==> src/rtl/uart_tx_feeder_if.sv <==
// Push-side and transmitter-side signals of uart_tx_feeder.
// The level signal exists only with UART_TX_FEEDER_LEVEL_EN.
interface uart_tx_feeder_if #(
  parameter int AW = 4
);
  logic        wr_en;
  logic [7:0]  wr_data;
  logic        full;
  logic        empty;
  logic        overflow;
  logic        ovf_clr;
  logic [7:0]  tx_byte;
  logic        tx_start;
  logic        tx_done;
`ifdef UART_TX_FEEDER_LEVEL_EN
  logic [AW:0] level;

  modport master (
    output wr_en, wr_data, ovf_clr, tx_done,
    input  full, empty, overflow,
    input  tx_byte, tx_start, level
  );

  modport slave (
    input  wr_en, wr_data, ovf_clr, tx_done,
    output full, empty, overflow,
    output tx_byte, tx_start, level
  );
`else
  modport master (
    output wr_en, wr_data, ovf_clr, tx_done,
    input  full, empty, overflow,
    input  tx_byte, tx_start
  );

  modport slave (
    input  wr_en, wr_data, ovf_clr, tx_done,
    output full, empty, overflow,
    output tx_byte, tx_start
  );
`endif
endinterface

==> src/rtl/uart_tx_feeder.sv <==
// Byte FIFO plus start/done launch FSM feeding a UART transmitter.
// Define UART_TX_FEEDER_LEVEL_EN to expose the fill count on bus.level.
module uart_tx_feeder #(
  parameter int DEPTH = 16
) (
  input logic             clk,
  input logic             rst_n,
  uart_tx_feeder_if.slave bus
);
  localparam int AW = $clog2(DEPTH);
  localparam logic [AW:0]   FULL_CNT = (AW+1)'(DEPTH);
  localparam logic [AW:0]   CNT_ONE  = (AW+1)'(1);
  localparam logic [AW-1:0] PTR_ONE  = AW'(1);

  typedef enum logic [1:0] {
    IDLE,
    LAUNCH,
    WAIT_DONE,
    RELEASE
  } state_e;

  state_e        state_q, state_d;
  logic [7:0]    mem_q [DEPTH];
  logic [AW-1:0] wr_ptr_q, wr_ptr_d;
  logic [AW-1:0] rd_ptr_q, rd_ptr_d;
  logic [AW:0]   cnt_q, cnt_d;
  logic [7:0]    tx_byte_q, tx_byte_d;
  logic          tx_start_q, tx_start_d;
  logic          ovf_q, ovf_d;
  logic          full;
  logic          push;
  logic          pop;

  // Full uses the pre-edge count, so a same-cycle pop never rescues a push.
  assign full = (cnt_q == FULL_CNT);
  assign push = bus.wr_en & ~full;
  assign pop  = (state_q == LAUNCH);

  always_comb begin
    state_d    = state_q;
    tx_start_d = 1'b0;
    tx_byte_d  = tx_byte_q;
    unique case (state_q)
      IDLE: begin
        if (cnt_q != '0) state_d = LAUNCH;
      end
      LAUNCH: begin
        tx_start_d = 1'b1;
        tx_byte_d  = mem_q[rd_ptr_q];
        state_d    = WAIT_DONE;
      end
      WAIT_DONE: begin
        if (bus.tx_done) state_d = RELEASE;
      end
      RELEASE: begin
        if (!bus.tx_done) state_d = IDLE;
      end
      default: state_d = IDLE;
    endcase
  end

  always_comb begin
    wr_ptr_d = wr_ptr_q;
    rd_ptr_d = rd_ptr_q;
    cnt_d    = cnt_q;
    ovf_d    = ovf_q;
    if (push) wr_ptr_d = wr_ptr_q + PTR_ONE;
    if (pop)  rd_ptr_d = rd_ptr_q + PTR_ONE;
    unique case ({push, pop})
      2'b10:   cnt_d = cnt_q + CNT_ONE;
      2'b01:   cnt_d = cnt_q - CNT_ONE;
      default: cnt_d = cnt_q;
    endcase
    if (bus.wr_en & full) ovf_d = 1'b1;
    else if (bus.ovf_clr) ovf_d = 1'b0;
  end

  always_ff @(posedge clk or negedge rst_n) begin
    if (!rst_n) begin
      state_q    <= IDLE;
      wr_ptr_q   <= '0;
      rd_ptr_q   <= '0;
      cnt_q      <= '0;
      tx_byte_q  <= 8'h00;
      tx_start_q <= 1'b0;
      ovf_q      <= 1'b0;
    end else begin
      state_q    <= state_d;
      wr_ptr_q   <= wr_ptr_d;
      rd_ptr_q   <= rd_ptr_d;
      cnt_q      <= cnt_d;
      tx_byte_q  <= tx_byte_d;
      tx_start_q <= tx_start_d;
      ovf_q      <= ovf_d;
    end
  end

  always_ff @(posedge clk) begin
    if (push) mem_q[wr_ptr_q] <= bus.wr_data;
  end

  assign bus.full     = full;
  assign bus.empty    = (cnt_q == '0);
  assign bus.overflow = ovf_q;
  assign bus.tx_byte  = tx_byte_q;
  assign bus.tx_start = tx_start_q;
`ifdef UART_TX_FEEDER_LEVEL_EN
  assign bus.level    = cnt_q;
`endif
endmodule

==> src/flat_wrapper.sv <==
// flat-port wrapper written by rule: the top's interface ports become plain ports
module uart_tx_feeder_flat 
#(
  parameter int DEPTH = 16
)
  (clk, rst_n, bus_wr_en, bus_wr_data, bus_ovf_clr, bus_tx_done, bus_full, bus_empty, bus_overflow, bus_tx_byte, bus_tx_start);
  uart_tx_feeder_if #(.AW(($clog2(DEPTH)))) bus_i ();
  input logic clk;
  input logic rst_n;
  input wire logic [$bits(bus_i.wr_en)-1:0] bus_wr_en;
  input wire logic [$bits(bus_i.wr_data)-1:0] bus_wr_data;
  input wire logic [$bits(bus_i.ovf_clr)-1:0] bus_ovf_clr;
  input wire logic [$bits(bus_i.tx_done)-1:0] bus_tx_done;
  output wire logic [$bits(bus_i.full)-1:0] bus_full;
  output wire logic [$bits(bus_i.empty)-1:0] bus_empty;
  output wire logic [$bits(bus_i.overflow)-1:0] bus_overflow;
  output wire logic [$bits(bus_i.tx_byte)-1:0] bus_tx_byte;
  output wire logic [$bits(bus_i.tx_start)-1:0] bus_tx_start;
  assign bus_i.wr_en = bus_wr_en;
  assign bus_i.wr_data = bus_wr_data;
  assign bus_i.ovf_clr = bus_ovf_clr;
  assign bus_i.tx_done = bus_tx_done;
  assign bus_full = bus_i.full;
  assign bus_empty = bus_i.empty;
  assign bus_overflow = bus_i.overflow;
  assign bus_tx_byte = bus_i.tx_byte;
  assign bus_tx_start = bus_i.tx_start;
  uart_tx_feeder #(.DEPTH(DEPTH)) u_core (.clk(clk), .rst_n(rst_n), .bus(bus_i));
endmodule
==> config.mk <==
export PLATFORM = sky130hd
export DESIGN_NAME = uart_tx_feeder_flat
export DESIGN_NICKNAME = d
export VERILOG_FILES = /design/src/rtl/uart_tx_feeder_if.sv /design/src/rtl/uart_tx_feeder.sv /design/src/flat_wrapper.sv
export SDC_FILE = /design/constraint.sdc
export NUM_CORES = 1
export LEC_CHECK = 0
export CORE_UTILIZATION = 30
export DETAILED_ROUTE_END_ITERATION = 6
export GPL_TIMING_DRIVEN = 0
export SYNTH_ARGS = -nofsm -noshare
export SYNTH_HDL_FRONTEND = slang
export SYNTH_SLANG_ARGS = --single-unit
==> constraint.sdc <==
create_clock -name clk -period 2.4 [get_ports clk]
set_input_delay 0.48 -clock clk [delete_from_list [all_inputs] [get_ports clk]]
set_output_delay 0.48 -clock clk [all_outputs]
set_load 0.005 [all_outputs]
## After elaboration in Yosys (flattened, before gate mapping)

Memories as Yosys holds them, arrays and structs flattened. A register that Yosys moved wholly into a read port is not among the register bits.
Cells that the tools add are included.

| word-level totals | value |
|---|---|
| output and inout port bits | 12 |
| memory bits (writable) | 128 |
| memories kept | 1 |
| ROM bits | 0 |
| register bits after elaboration | 17 |
| bits in latches | 0 |
| logic and storage cells | 40 |

| cells by class | value |
|---|---|
| multiply operators | 0 |
| bitwise operators | 3 |
| order comparisons | 0 |
| div/mod/pow operators | 0 |
| shifts and indexed selects | 0 |
| add/subtract/negate cells | 4 |
| mux-type cells | 10 |
| reductions and logical operators | 7 |
| eq/ne operators | 9 |

Memory list:

| name | words | width | read ports | clocked after memory_dff | wr ports | RTL line | text |
|---|---|---|---|---|---|---|---|
| u_core.mem_q | 16 | 8 | 1 | 1 | 1 | uart_tx_feeder.sv:23 | `logic [7:0] mem_q [DEPTH];` |

Operators with widths:

| operator | number |
|---|---|
| $pmux W5 S2 | 1 |
| $add A4 B1 Y4 const B | 2 |
| $pmux W2 S4 | 1 |
| $eq A2 B2 Y1 const B | 3 |
| $mux W2 | 3 |
| $add A5 B1 Y5 const B | 1 |
| $eq A5 B5 Y1 const B | 1 |
| $logic_not A5 Y1 | 1 |
| $mux W1 | 5 |
| $reduce_bool A5 Y1 | 1 |
| $sub A5 B1 Y5 const B | 1 |
| $eq A2 B1 Y1 const B | 2 |
| $ne A2 B2 Y1 const B | 2 |
| $reduce_bool A2 Y1 | 2 |
| $reduce_and A3 Y1 | 1 |
| $and A1 B1 Y1 | 2 |
| $logic_not A2 Y1 | 1 |
| $ne A2 B1 Y1 const B | 1 |
| $logic_not A1 Y1 | 1 |
| $not A1 Y1 | 1 |

## Depth between registers and ports, before layout

| logic depth | value |
|---|---|
| depth after elaboration | 5 |
| depth in mapped cells | 12 |
| gate-level depth less buffers | 10 |

## Worst setup path before layout

Ideal clock, no wire load.

| timing path | value |
|---|---|
| kind | register to register |
| from | register u_core.cnt_q[1] |
| to | register u_core.cnt_q[4] |
| cell stages (with the launch flop) | 13 |
| required time | 2,271 ps |
| setup time | 129 ps |
| arrival | 2,356 ps |
| setup slack | -85 ps |
| path buffers | 2 |
| cells stage by stage | dfrtp_1 -> clkbuf_2 -> nor4_2 -> a21boi_2 -> inv_1 -> ha_1 -> clkbuf_1 -> xor2_1 -> ha_1 -> o211a_1 -> o31ai_1 -> a31oi_1 -> xor2_1 |

| between the ends | value |
|---|---|
| word-level cells in the longest chain between the ends | 5 |

Ends and longest elaborated chain:

| item | RTL line | text |
|---|---|---|
| from (decl) | uart_tx_feeder.sv:26 | `logic [AW:0] cnt_q, cnt_d;` |
| from (signal assigned) | uart_tx_feeder.sv:91 | `cnt_q <= cnt_d;` |
| $eq A5 B5 Y1 | uart_tx_feeder.sv:35 | `assign full = (cnt_q == FULL_CNT);` |
| $not A1 Y1 | uart_tx_feeder.sv:36 | `assign push = bus.wr_en & ~full;` |
| $and A1 B1 Y1 | uart_tx_feeder.sv:36 |  |
| $eq A2 B1 Y1 or $eq A2 B2 Y1 (tied branches) | uart_tx_feeder.sv:69 | `unique case ({push, pop})` |
| $pmux W5 S2 or $reduce_bool A2 Y1 (tied branches) | - |  |

Parallel ways exist; a longest one is shown, timed or not.
A chain may end at the register's enable or synchronous reset.

## Final worst setup path

| timing path | value |
|---|---|
| from | register u_core.cnt_q[2] |
| to | register u_core.cnt_q[4] |

Same word-level chain as after synthesis.

==> impl_metrics.tcl <==
set metrics [dict create \
    drt_iter0_drcs 216 \
    gr-total-overflow 0 \
    cts_tree "yes" \
    n_antenna_cell 0 \
    tightestPinTransition_ns 0.841 \
    final.fill_count 1882 \
    clock_tree.htree_level_count 4 \
    final.period_utilization 1.02 \
    clock-skew-final_ns 0.00464 \
    std_cell_rows 52 \
    synth_warnings 0 \
    critical_path.max_fanout 6 \
    final_nets 406 \
    port-buffer-count 24 \
    synth.yosys.seq_area_share 0.715 \
    clk_transition_reported_paths_ns 0.06 \
    grt_usage 0.126 \
    remaining_drc_errors 0 \
    critPathKind "flop to flop" \
    ctsRootBufferMaster "sky130_fd_sc_hd__clkbuf_16" \
    dr_total_vias 3172 \
    area.growth.synth_to_final_pct 20.9 \
    r2r-start "u_core.cnt_q[2]" \
    yosysUniqueCellTypes 39 \
    syn_avg_cell_area_um2 19.0 \
    io_pins 25 \
    cp.arrival_ns 2.74 \
    gp_congestion 0.738 \
    hold_viol_final 0 \
    grt_setup_unrepaired "true" \
    initial_antenna_violation_count 0 \
    worstRegToRegCells 11 \
    violations "setup timing" \
    cp_cell_sequence "nor4_4 > a21boi_4 > inv_2 > ha_2 > clkbuf_8 > xor2_1 > ha_2 > o211a_1 > o31ai_2 > a31oi_1 > xor2_1" \
    number_of_enable_flip_flop_cells_after_synthesis 128 \
    drv.max_cap_violation_count 0 \
    cp-end-kind "flop" \
    drive_gt1_frac 0.217 \
    finalSetupViolations 1 \
    fin_setup_tns_ns -0.0438 \
    hold_class "input port to async pin" \
    die_h_um 146 \
    die_area_mm2 0.0214 \
    cell_type_of_the_slowest_stage_on_the_worst_timing_path "sky130_fd_sc_hd__dfrtp_2" \
    dominantRegCellSynth "sky130_fd_sc_hd__edfxtp_1" \
    setup.worst_path.start_class "flop" \
    total_power_mw 9.15 \
    static-leakage-power_nw 2.63 \
    reg2reg_slack_ns -0.04 \
    timing_max_transition_violations_final 0 \
    place_ws_ns -0.747 \
    cp_data_required_time_ns 2.69 \
    most-common-layout-cells "sky130_fd_sc_hd__edfxtp_1 (128), sky130_fd_sc_hd__dfrtp_1 (23), sky130_fd_sc_hd__clkdlybuf4s50_1 (20)" \
    post_synthesis_cell_area_mm2 0.00625 \
    worst_r2r_endpoint "u_core.cnt_q[4]" \
    die_width_um 146 \
    setup_slack_ns -0.0438 \
    synth.ff_latch_count 153 \
    largest_net_degree_at_the_start_of_global_routing 26 \
    fraction_of_registers_with_async_set_or_reset_after_synthesis 0.163 \
    final.min_clock_period_ns 2.44 \
    clock_sinks 153 \
    initial_utilization 0.308 \
    dpl.hpwl_um 7980 \
    ir_drop_mv 0.598 \
    detail_route.wirelength_um 12600 \
    power_density_relative_to_cell_area_mw_per_mm2 1210 \
    synthCells 329 \
    drt-pass1-iter-count 4 \
    core_region_area_mm2 0.0203 \
    syn_nets 355 \
    largest_stage_delay_worst_path_ns 0.42 \
    final_common_cell "sky130_fd_sc_hd__edfxtp_1" \
    grt_first_pass_wirelength_um 19200 \
    clk_latency_ns 0.42 \
    drt-vias-per-instance 4.79 \
    outcome "finished, violations left" \
    slew-limit-headroom 0.437 \
    route.antenna.remaining_nets 0 \
    fmax_mhz 409 \
    num_cts_buffers 17 \
    number_of_global_route_vias_before_repair 3289 \
    post_drt_wl_per_cell_um 19.0 \
    clock_path_buffers 2 \
]
## synth_stat cells (2+ instances only)
cell                       count  area share
sky130_fd_sc_hd__a21oi_1      11      0.0088
sky130_fd_sc_hd__buf_1         3      0.0018
sky130_fd_sc_hd__buf_2         4      0.0032
sky130_fd_sc_hd__buf_6         3      0.0054
sky130_fd_sc_hd__clkbuf_1      5      0.0030
sky130_fd_sc_hd__dfrtp_1      25        0.10
sky130_fd_sc_hd__edfxtp_1    128        0.62
sky130_fd_sc_hd__ha_1         13       0.026
sky130_fd_sc_hd__inv_1         8      0.0048
sky130_fd_sc_hd__mux2_2       11       0.020
sky130_fd_sc_hd__mux4_1       18       0.076
sky130_fd_sc_hd__mux4_2       14       0.050
sky130_fd_sc_hd__nand2_1      10      0.0060
sky130_fd_sc_hd__nand2b_1      4      0.0040
sky130_fd_sc_hd__nand4_1       2      0.0020
sky130_fd_sc_hd__nor2_1       15      0.0090
sky130_fd_sc_hd__nor2b_1       2      0.0020
sky130_fd_sc_hd__nor3_1        4      0.0032
sky130_fd_sc_hd__o21ai_0       5      0.0040
sky130_fd_sc_hd__o22ai_1      16       0.016
sky130_fd_sc_hd__xnor2_1       6      0.0084
sky130_fd_sc_hd__xor2_1        5      0.0070
## worst max path at each step
| stage | from | end | slack, ns | cells after the start |
|---|---|---|---|---|
| after floorplan | u_core.cnt_q[1] | u_core.cnt_q[4] | 0.01 | 12 |
| after global placement | bus_wr_en | u_core.mem_q[1][4] | -0.69 | 4 |
| after detailed placement | bus_wr_en | u_core.mem_q[3][3] | -0.75 | 4 |
| after CTS | u_core.cnt_q[2] | bus_empty | 0.001 | 3 |
| after global routing | u_core.cnt_q[2] | u_core.cnt_q[4] | -0.13 | 11 |
| final | u_core.cnt_q[2] | u_core.cnt_q[4] | -0.04 | 11 |
## critical path, delay by kind of cell, from the launching register on
| family | cells | cell delay [ns] |
|---|---|---|
| adders and majority gates | 2 | 0.38 |
| and+or+nand+nor | 1 | 0.38 |
| buffers and inverters | 2 | 0.22 |
| xor gates and xnor gates | 2 | 0.22 |
| DFF | 1 | 0.42 |
| AOI/OAI and AO/OA | 4 | 0.70 |
## power breakdown
part           total, mW  leakage [nW]  internal, mW  switching (mW)
Clock               2.77         0.289          1.74            1.04
Sequential          3.54          1.44          3.33           0.208
Combinational       2.84         0.900          1.37            1.47
Total               9.15          2.63          6.44            2.71
## per-stage QoR
stage          utilization  instances  cell area [um2]  hold WS (ns)
3_3_place_gp         0.336        623             6830         0.493
6_report             0.372        662             7560        0.0744
4_1_cts              0.371        660             7530         0.548
3_5_place_dp         0.336        623             6830         0.517
5_1_grt              0.372        662             7560         0.127
2_1_floorplan            -        329             6250         0.184
## sequential cells by signal, summed over array words and instances (netlist names)
signal / cells
u_core.bus.overflow: 1
u_core.bus.tx_byte: 8
u_core.bus.tx_start: 1
u_core.cnt_q: 5
u_core.mem_q: 128
u_core.rd_ptr_q: 4
u_core.state_q: 2
u_core.wr_ptr_q: 4
## repair_timing
action	CTS	global route
hold buffers	0	0
pin swaps	3	3
cloned	0	0
gates resized for setup	13	5
setup endpoints to repair	38	4
setup buffers	6	2
## metal layers
layer	wire, um	GRT usage
met4	257	0.0578
met3	753	0.0316
met1	5520	0.164
met5	0	0
met2	6050	0.197
## final cells by class
cell class,instances,area [um2],area share
inverters,8,30.0,0.00397
clock inverters,11,170,0.0225
clock buffers,20,437,0.0578
well taps,270,338,0.0447
plain buffers,18,129,0.0171
repair buffers,32,303,0.0401
flip-flops and latches,153,4470,0.592
multi-input cells,150,1680,0.222
## logic make-up after synthesis
kind of cell	synth area share
and+or+nand+nor	0.0340
adders and majority gates	0.0260
buffers and inverters	0.0234
xor gates and xnor gates	0.0154
DFF	0.715
muxes	0.146
AOI/OAI and AO/OA	0.0400
Power figures use the tool's default switching activity.
